File: config.mk
export PLATFORM = sky130hd
export DESIGN_NAME = csa_resolve_flat
export DESIGN_NICKNAME = d
export VERILOG_FILES = /design/src/rtl/csa_resolve_if.sv /design/src/rtl/csa_resolve.sv /design/src/flat_wrapper.sv
export SDC_FILE = /design/constraint.sdc
export NUM_CORES = 1
export LEC_CHECK = 0
export CORE_ASPECT_RATIO = 1.75
export CORE_MARGIN = 5
export CORE_UTILIZATION = 50
export CTS_BUF_LIST = sky130_fd_sc_hd__clkbuf_4
export DETAILED_ROUTE_END_ITERATION = 10
export GPL_TIMING_DRIVEN = 0
export PLACE_DENSITY = 0.85
export RECOVER_POWER = 100
export SYNTH_ARGS = -nofsm -noshare
export SYNTH_HDL_FRONTEND = slang
export SYNTH_SLANG_ARGS = --single-unit
File: constraint.sdc
create_clock -name clk -period 2.3 [get_ports clk]
set_input_delay 0.46 -clock clk [delete_from_list [all_inputs] [get_ports clk]]
set_output_delay 0.46 -clock clk [all_outputs]
set_load 0.02 [all_outputs]
File: src/rtl/csa_resolve_if.sv
// Handshake bundle for the carry-save resolver.
// The upstream side presents a sum/carry pair. The downstream side takes the
// resolved binary result. The master modport is the environment and the
// slave modport is the resolver.
interface csa_resolve_if #(
    parameter int WIDTH = 32
);
    localparam int IW = $clog2(WIDTH + 1);

    logic             in_valid;
    logic             in_ready;
    logic [WIDTH-1:0] in_s;
    logic [WIDTH-1:0] in_c;
    logic             out_valid;
    logic             out_ready;
    logic [WIDTH:0]   out_sum;
    logic             out_ovf;
    logic [IW-1:0]    out_iters;

    modport master (
        output in_valid, in_s, in_c, out_ready,
        input  in_ready, out_valid, out_sum, out_ovf, out_iters
    );

    modport slave (
        input  in_valid, in_s, in_c, out_ready,
        output in_ready, out_valid, out_sum, out_ovf, out_iters
    );
endinterface

File: src/rtl/csa_resolve.sv
// Carry-save resolver.
// The block accepts a redundant sum/carry pair and reduces it to a binary
// value. Each clock performs one compression step: the sum becomes S^C and
// the carry becomes (S&C)<<1. The block stops when the carry reaches zero.
// A carry bit that is shifted out of bit WIDTH sets the overflow flag.
// The optional macro CSA_RESOLVE_SHORTCUT_EN skips the compression phase
// when the input carry is zero.
module csa_resolve #(
    parameter int WIDTH = 32
) (
    input  logic            clk,
    input  logic            rst_n,
    csa_resolve_if.slave    bus
);
    localparam int IW = $clog2(WIDTH + 1);

    typedef enum logic [1:0] {
        IDLE = 2'd0,
        RUN  = 2'd1,
        DONE = 2'd2
    } state_t;

    state_t         state_reg, state_next;
    logic [WIDTH:0] s_reg, s_next;
    logic [WIDTH:0] c_reg, c_next;
    logic           ovf_reg, ovf_next;
    logic [IW-1:0]  iter_reg, iter_next;

    logic [WIDTH:0] s_step;
    logic [WIDTH:0] sc_and;
    logic [WIDTH:0] c_step;
    logic           accept;

    // Per-bit compression terms: a half-adder in every bit position.
    genvar gi;
    generate
        for (gi = 0; gi <= WIDTH; gi++) begin : g_bit
            assign s_step[gi] = s_reg[gi] ^ c_reg[gi];
            assign sc_and[gi] = s_reg[gi] & c_reg[gi];
        end
    endgenerate

    // The carry moves up one weight. The bit that leaves the top feeds OVF.
    assign c_step = {sc_and[WIDTH-1:0], 1'b0};

    assign bus.in_ready  = rst_n && (state_reg == IDLE);
    assign bus.out_valid = (state_reg == DONE);
    assign bus.out_sum   = s_reg;
    assign bus.out_ovf   = ovf_reg;
    assign bus.out_iters = iter_reg;

    assign accept = bus.in_valid && bus.in_ready;

    // State and datapath registers. Reset discards any job in progress.
    always_ff @(posedge clk) begin
        if (!rst_n) begin
            state_reg <= IDLE;
            s_reg     <= '0;
            c_reg     <= '0;
            ovf_reg   <= 1'b0;
            iter_reg  <= '0;
        end else begin
            state_reg <= state_next;
            s_reg     <= s_next;
            c_reg     <= c_next;
            ovf_reg   <= ovf_next;
            iter_reg  <= iter_next;
        end
    end

    // Next-state and datapath update logic.
    always_comb begin
        state_next = state_reg;
        s_next     = s_reg;
        c_next     = c_reg;
        ovf_next   = ovf_reg;
        iter_next  = iter_reg;
        case (state_reg)
            IDLE: begin
                if (accept) begin
                    s_next     = {1'b0, bus.in_s};
                    c_next     = {bus.in_c, 1'b0};
                    ovf_next   = 1'b0;
                    iter_next  = '0;
                    state_next = RUN;
`ifdef CSA_RESOLVE_SHORTCUT_EN
                    // A zero carry is already resolved, so no step is needed.
                    if (bus.in_c == '0) begin
                        state_next = DONE;
                    end
`endif
                end
            end
            RUN: begin
                s_next    = s_step;
                c_next    = c_step;
                ovf_next  = ovf_reg | sc_and[WIDTH];
                iter_next = iter_reg + {{(IW-1){1'b0}}, 1'b1};
                if (c_step == '0) begin
                    state_next = DONE;
                end
            end
            DONE: begin
                if (bus.out_ready) begin
                    state_next = IDLE;
                end
            end
            default: begin
                state_next = IDLE;
            end
        endcase
    end
endmodule

File: src/flat_wrapper.sv
// flat-port wrapper written by rule: the top's interface ports become plain ports
module csa_resolve_flat 
#(
    parameter int WIDTH = 32
)
  (clk, rst_n, bus_in_valid, bus_in_s, bus_in_c, bus_out_ready, bus_in_ready, bus_out_valid, bus_out_sum, bus_out_ovf, bus_out_iters);
  csa_resolve_if #(.WIDTH(WIDTH)) bus_i ();
  input  logic clk;
  input  logic rst_n;
  input wire logic [$bits(bus_i.in_valid)-1:0] bus_in_valid;
  input wire logic [$bits(bus_i.in_s)-1:0] bus_in_s;
  input wire logic [$bits(bus_i.in_c)-1:0] bus_in_c;
  input wire logic [$bits(bus_i.out_ready)-1:0] bus_out_ready;
  output wire logic [$bits(bus_i.in_ready)-1:0] bus_in_ready;
  output wire logic [$bits(bus_i.out_valid)-1:0] bus_out_valid;
  output wire logic [$bits(bus_i.out_sum)-1:0] bus_out_sum;
  output wire logic [$bits(bus_i.out_ovf)-1:0] bus_out_ovf;
  output wire logic [$bits(bus_i.out_iters)-1:0] bus_out_iters;
  assign bus_i.in_valid = bus_in_valid;
  assign bus_i.in_s = bus_in_s;
  assign bus_i.in_c = bus_in_c;
  assign bus_i.out_ready = bus_out_ready;
  assign bus_in_ready = bus_i.in_ready;
  assign bus_out_valid = bus_i.out_valid;
  assign bus_out_sum = bus_i.out_sum;
  assign bus_out_ovf = bus_i.out_ovf;
  assign bus_out_iters = bus_i.out_iters;
  csa_resolve #(.WIDTH(WIDTH)) u_core (.clk(clk), .rst_n(rst_n), .bus(bus_i));
endmodule
== Word level (Yosys, flattened, before mapping) ==
Index checks and enable logic that the tools add are counted.

* Bits in registers: 75
* Bits of input ports: 68
* Output and inout bits: 42
* Word-level logic and storage cells: 97

* $add $sub $neg: 1
* Equal/unequal tests: 5
* Muxes and demuxes: 12
* Bitwise logic cells: 67
* Reductions and logical operators: 7

{| class="wikitable"
|+ Operator list
! kind !! count
|-
| case mux 33 bit (2 select lines) || 2
|-
| two-way mux 33 bit || 2
|-
| AND 1 bit || 33
|-
| logical NOT 33 bit || 1
|-
| bitwise XOR 1 bit || 33
|-
| case mux 6 bit (2 select lines) || 1
|-
| adder 6 x 1 -> 6 bit, second input constant || 1
|-
| two-way mux 2 bit || 3
|-
| two-way mux 6 bit || 1
|-
| case mux 2 bit (3 select lines) || 1
|-
| != test 2 x 1 -> 1 bit, second input constant || 2
|-
| AND reduction 3 bit || 1
|-
| == test 2 x 1 -> 1 bit, second input constant || 1
|-
| == test 2 bit, second input constant || 1
|-
| logical AND 1 bit || 2
|-
| logical NOT 2 bit || 1
|-
| != test 2 bit, second input constant || 1
|-
| case mux 1 bit (2 select lines) || 1
|-
| AND reduction 2 bit || 1
|-
| nonzero test 2 bit || 1
|-
| two-way mux 1 bit || 1
|-
| OR 1 bit || 1
|}

== Depth between registers and ports, before layout ==
* Depth in word-level cells: 5
* Mapped depth: 5
* Depth with buffers taken out: 5

== Worst setup path before layout ==
Ideal clock, no wire load.

* Kind: in2out
* Start point: in rst_n
* End point: out bus_in_ready
* Arrival: 1.148 ns
* Data required time: 1.840 ns
* Slack: 0.692 ns
* Stages on the path: 2
* Path buffers: 1
* Path through: buf_2 > nor3b_1

* Word-level cells in the longest chain between the ends: 1

{| class="wikitable"
|+ Ends and longest elaborated chain
! item !! RTL line !! text
|-
| start: declaration || flat_wrapper.sv:9 || <nowiki>input logic rst_n;</nowiki>
|-
| logical AND 1 bit || csa_resolve.sv:46 || <nowiki>assign bus.in_ready = rst_n && (state_reg == IDLE);</nowiki>
|-
| end: declaration || flat_wrapper.sv:14 || <nowiki>output wire logic [$bits(bus_i.in_ready)-1:0] bus_in_ready;</nowiki>
|}

No other way between the ends.

== Final worst setup path ==
* Start point: reg u_core.state_reg[1]
* End point: out bus_out_valid

* Word-level cells in the longest chain between the ends: 1

{| class="wikitable"
|+ Ends and longest elaborated chain
! item !! RTL line !! text
|-
| start: declaration || csa_resolve.sv:23 || <nowiki>state_t state_reg, state_next;</nowiki>
|-
| start signal: assignment || csa_resolve.sv:63 || <nowiki>state_reg <= state_next;</nowiki>
|-
| == test 2 bit || csa_resolve.sv:47 || <nowiki>assign bus.out_valid = (state_reg == DONE);</nowiki>
|-
| end: declaration || flat_wrapper.sv:15 || <nowiki>output wire logic [$bits(bus_i.out_valid)-1:0] bus_out_valid;</nowiki>
|}

No other way between the ends.

==> reports/results.ini <==
[outcome]
status = completed

[global_route]
grt_pass1_wl_mm = 17.7
grt-ovfl-total = 0
antenna_found_initial = 0
grt_pass1_vias = 3742
grt.total_usage = 0.255
grt_max_degree = 13

[worst_setup_path]
path_buf_inv = 1
worst-setup-path-type = register to primary output
critPathCaptureType = primary output
critical-path-slowest-cell = dlygate4sd3_1
rr_startpoint = u_core.state_reg[0]$_SDFFE_PN0P_
crit_path_start = u_core.state_reg[1]$_SDFFE_PN0P_
critical_path.top_delay_family = buffers and inverters
max_stage_delay_ns = 0.71
worstPathMaxFanout = 6
required_ns = 1.84
crit_arrival_ns = 1.76
worstPathCellList = nor2b_1, dlygate4sd3_1
startpoint_type = register

[synthesis]
ys_ff_latch = 74
synthesis.nets = 515
syn_area_um2 = 3490
ys.warnings.count = 0
synth.area.top_cells = dfxtp_1 42%, ha_1 12%, nand2_1 8.3%
synth_top_area_share = 0.424
synth_top_cell_by_area = dfxtp_1
syn_avg_cell_area_um2 = 8.44
yosysUniqueCellTypes = 30
seq_area_frac_synth = 0.424
netlist_instances = 414

[placed_design]
dpl_worst_slack_ns = -0.294
routabilityCongestion = 0.872
dp_hpwl_mm = 8.48
dpl_cell_area_um2 = 4690
io_buffers = 109
place_inst = 607

[power_and_ir_drop]
swShare = 0.428
p_leak_nw = 2.02
peakVddDrop_uv = 826
power_density_nw_per_um2 = 1240
switching_power_mw = 2.55
power.internal_mw = 3.41
seqPwrFrac = 0.374
comb_power_share = 0.475
clkPwrFrac = 0.150

[sta]
setup_viol = 0
slew_viol_final = 0
max_clock_freq_mhz = 451
hold_viol_final = 0
rsz0062_at_grt = no
relSlewSlack = 0.625
min_period_ns = 2.22
layout_setup_ws_ns = 0.0808
worstMarginPinSlew_ns = 0.562
skew_ns = 0.0178
whs_ns = 0.477
finalCritPeriodShare = 0.965

[drt]
via_per_inst = 5.90
avgRoutedWirePerCell_um = 17.7
drt-total-wl_mm = 11.1
drtAntennaViolNets = 0
drtPass1Iterations = 5
vias = 3677
drc = 0
drt-initial-drc-count = 256

[floorplan]
initial_utilization = 0.509
row_count = 40
die_w_um = 73.2
die-area_um2 = 8820
die_y_um = 121
core_area_um2 = 6860
pin_count = 110

[clock_tree]
numCtsBuffers = 9
htree_levels = 3
cts_buffer_depth = 2
cts_root_buffer = clkbuf_4
clock_latency_ns = 0.43
cts_num_sinks = 74
clkTransAtPathRegs_ns = 0.12
cts_setup_buffers = 0
cts_tree = built

[cells_and_area]
design_area_um2 = 4820
final_cell_mix = 77 x nand2_1, 74 x dfxtp_1, 67 x clkdlybuf4s50_1
largest_reg_flops = 33
final_common_cell = nand2_1
area_growth_pct = 37.9
layout-drive-gt1-share = 0.0482
nNetsFinal = 635
fin_cells = 623
diodes = 0
n_fill_cell = 553

[worst_hold_path]
hold_path_class = register to register
hp-start = u_core.bus.out_sum[0]$_SDFFE_PN0P_

[job]
maxCapViolCount = 0

## cell type report
type	count	area [um^2]	share of cell area
buffer	32	146	0.0304
clock buffer	9	67.6	0.0140
clock inverter	7	83.8	0.0174
multi-input combinational	308	1850	0.384
sequential	74	1480	0.307
tap	84	105	0.0218
timing repair buffer	109	1090	0.225
## worst paths after layout
path / to / slack [ns] / depth (start not counted)
min reg2reg: u_core.bus.out_sum[0]$_SDFFE_PN0P_ / 0.48 / 2
max reg2reg: u_core.c_reg[16]$_SDFFE_PN0P_ / 0.39 / 5
max: bus_out_valid / 0.08 / 2
min: u_core.bus.out_sum[0]$_SDFFE_PN0P_ / 0.48 / 2
## per-stage QoR
stage | power, mW | util | setup TNS (ns)
2_1_floorplan | 3.92 | - | 0
3_3_place_gp | 5.07 | 0.684 | -0.351
3_5_place_dp | 5.20 | 0.684 | -0.294
4_1_cts | 6.07 | 0.706 | 0
5_1_grt | 6.37 | 0.703 | 0
6_report | 5.96 | 0.703 | 0
## what timing repair did
| action | 4_1_cts | 5_1_grt |
|---|---|---|
| endpoints found under the setup margin | 1 | 1 |
| hold buffers | 0 | 0 |
| hold endpoints to repair | 0 | 0 |
| gates resized for setup | 3 | 1 |
## per-layer routing
| metal | wire length, um | GRT usage | vias up |
|---|---|---|---|
| li1 | - | - | 1737 |
| met5 | 0 | 0 | - |
| met4 | 459 | 0.158 | 0 |
| met2 | 5790 | 0.438 | 179 |
| met3 | 757 | 0.0300 | 38 |
| met1 | 4050 | 0.289 | 1723 |
## cells by family (layout without fill, tap and decap cells)
| family | Yosys count | after routing | share of synthesized area |
|---|---|---|---|
| adders and majority gates | 33 | 33 | 0.118 |
| AOI/OAI and AO/OA | 113 | 113 | 0.214 |
| and+or+nand+nor | 162 | 162 | 0.199 |
| DFF | 74 | 74 | 0.424 |
| buffers and inverters | 32 | 157 | 0.0448 |
## power groups by stage
stage | clock [mW] | combinational, mW | sequential [mW]
floorplan | 0 | 1.40 | 2.52
global placement | 0 | 2.84 | 2.22
detailed placement | 0 | 2.94 | 2.26
CTS | 0.886 | 2.96 | 2.23
global route | 0.942 | 3.13 | 2.29
finish | 0.896 | 2.83 | 2.23
## worst register-to-register path, stage by stage (launching register included)
cell       delay (ns)
dfxtp_1          0.42
nand4bb_1        0.19
clkbuf_1         0.43
clkbuf_1         0.47
o221ai_1         0.20
nor2_1           0.15
## synthesized netlist by cell type
cell,n
a21boi_0,1
a21boi_1,8
a21oi_1,4
a22oi_1,5
a31oi_1,32
a32o_1,1
and2b_2,1
and3_1,1
and4bb_2,1
buf_2,17
buf_6,2
clkbuf_1,13
dfxtp_1,74
ha_1,33
nand2_1,77
nand2b_1,1
nand3_1,4
nand4_1,3
nand4bb_1,1
nor2_1,57
nor2_4,1
nor2b_1,3
nor3_1,1
nor3b_1,3
nor4_1,7
o211ai_1,1
o21a_1,1
o21ai_0,34
o221ai_1,26
or3_1,1
No activity file was read; power rests on OpenSTA's default activity.
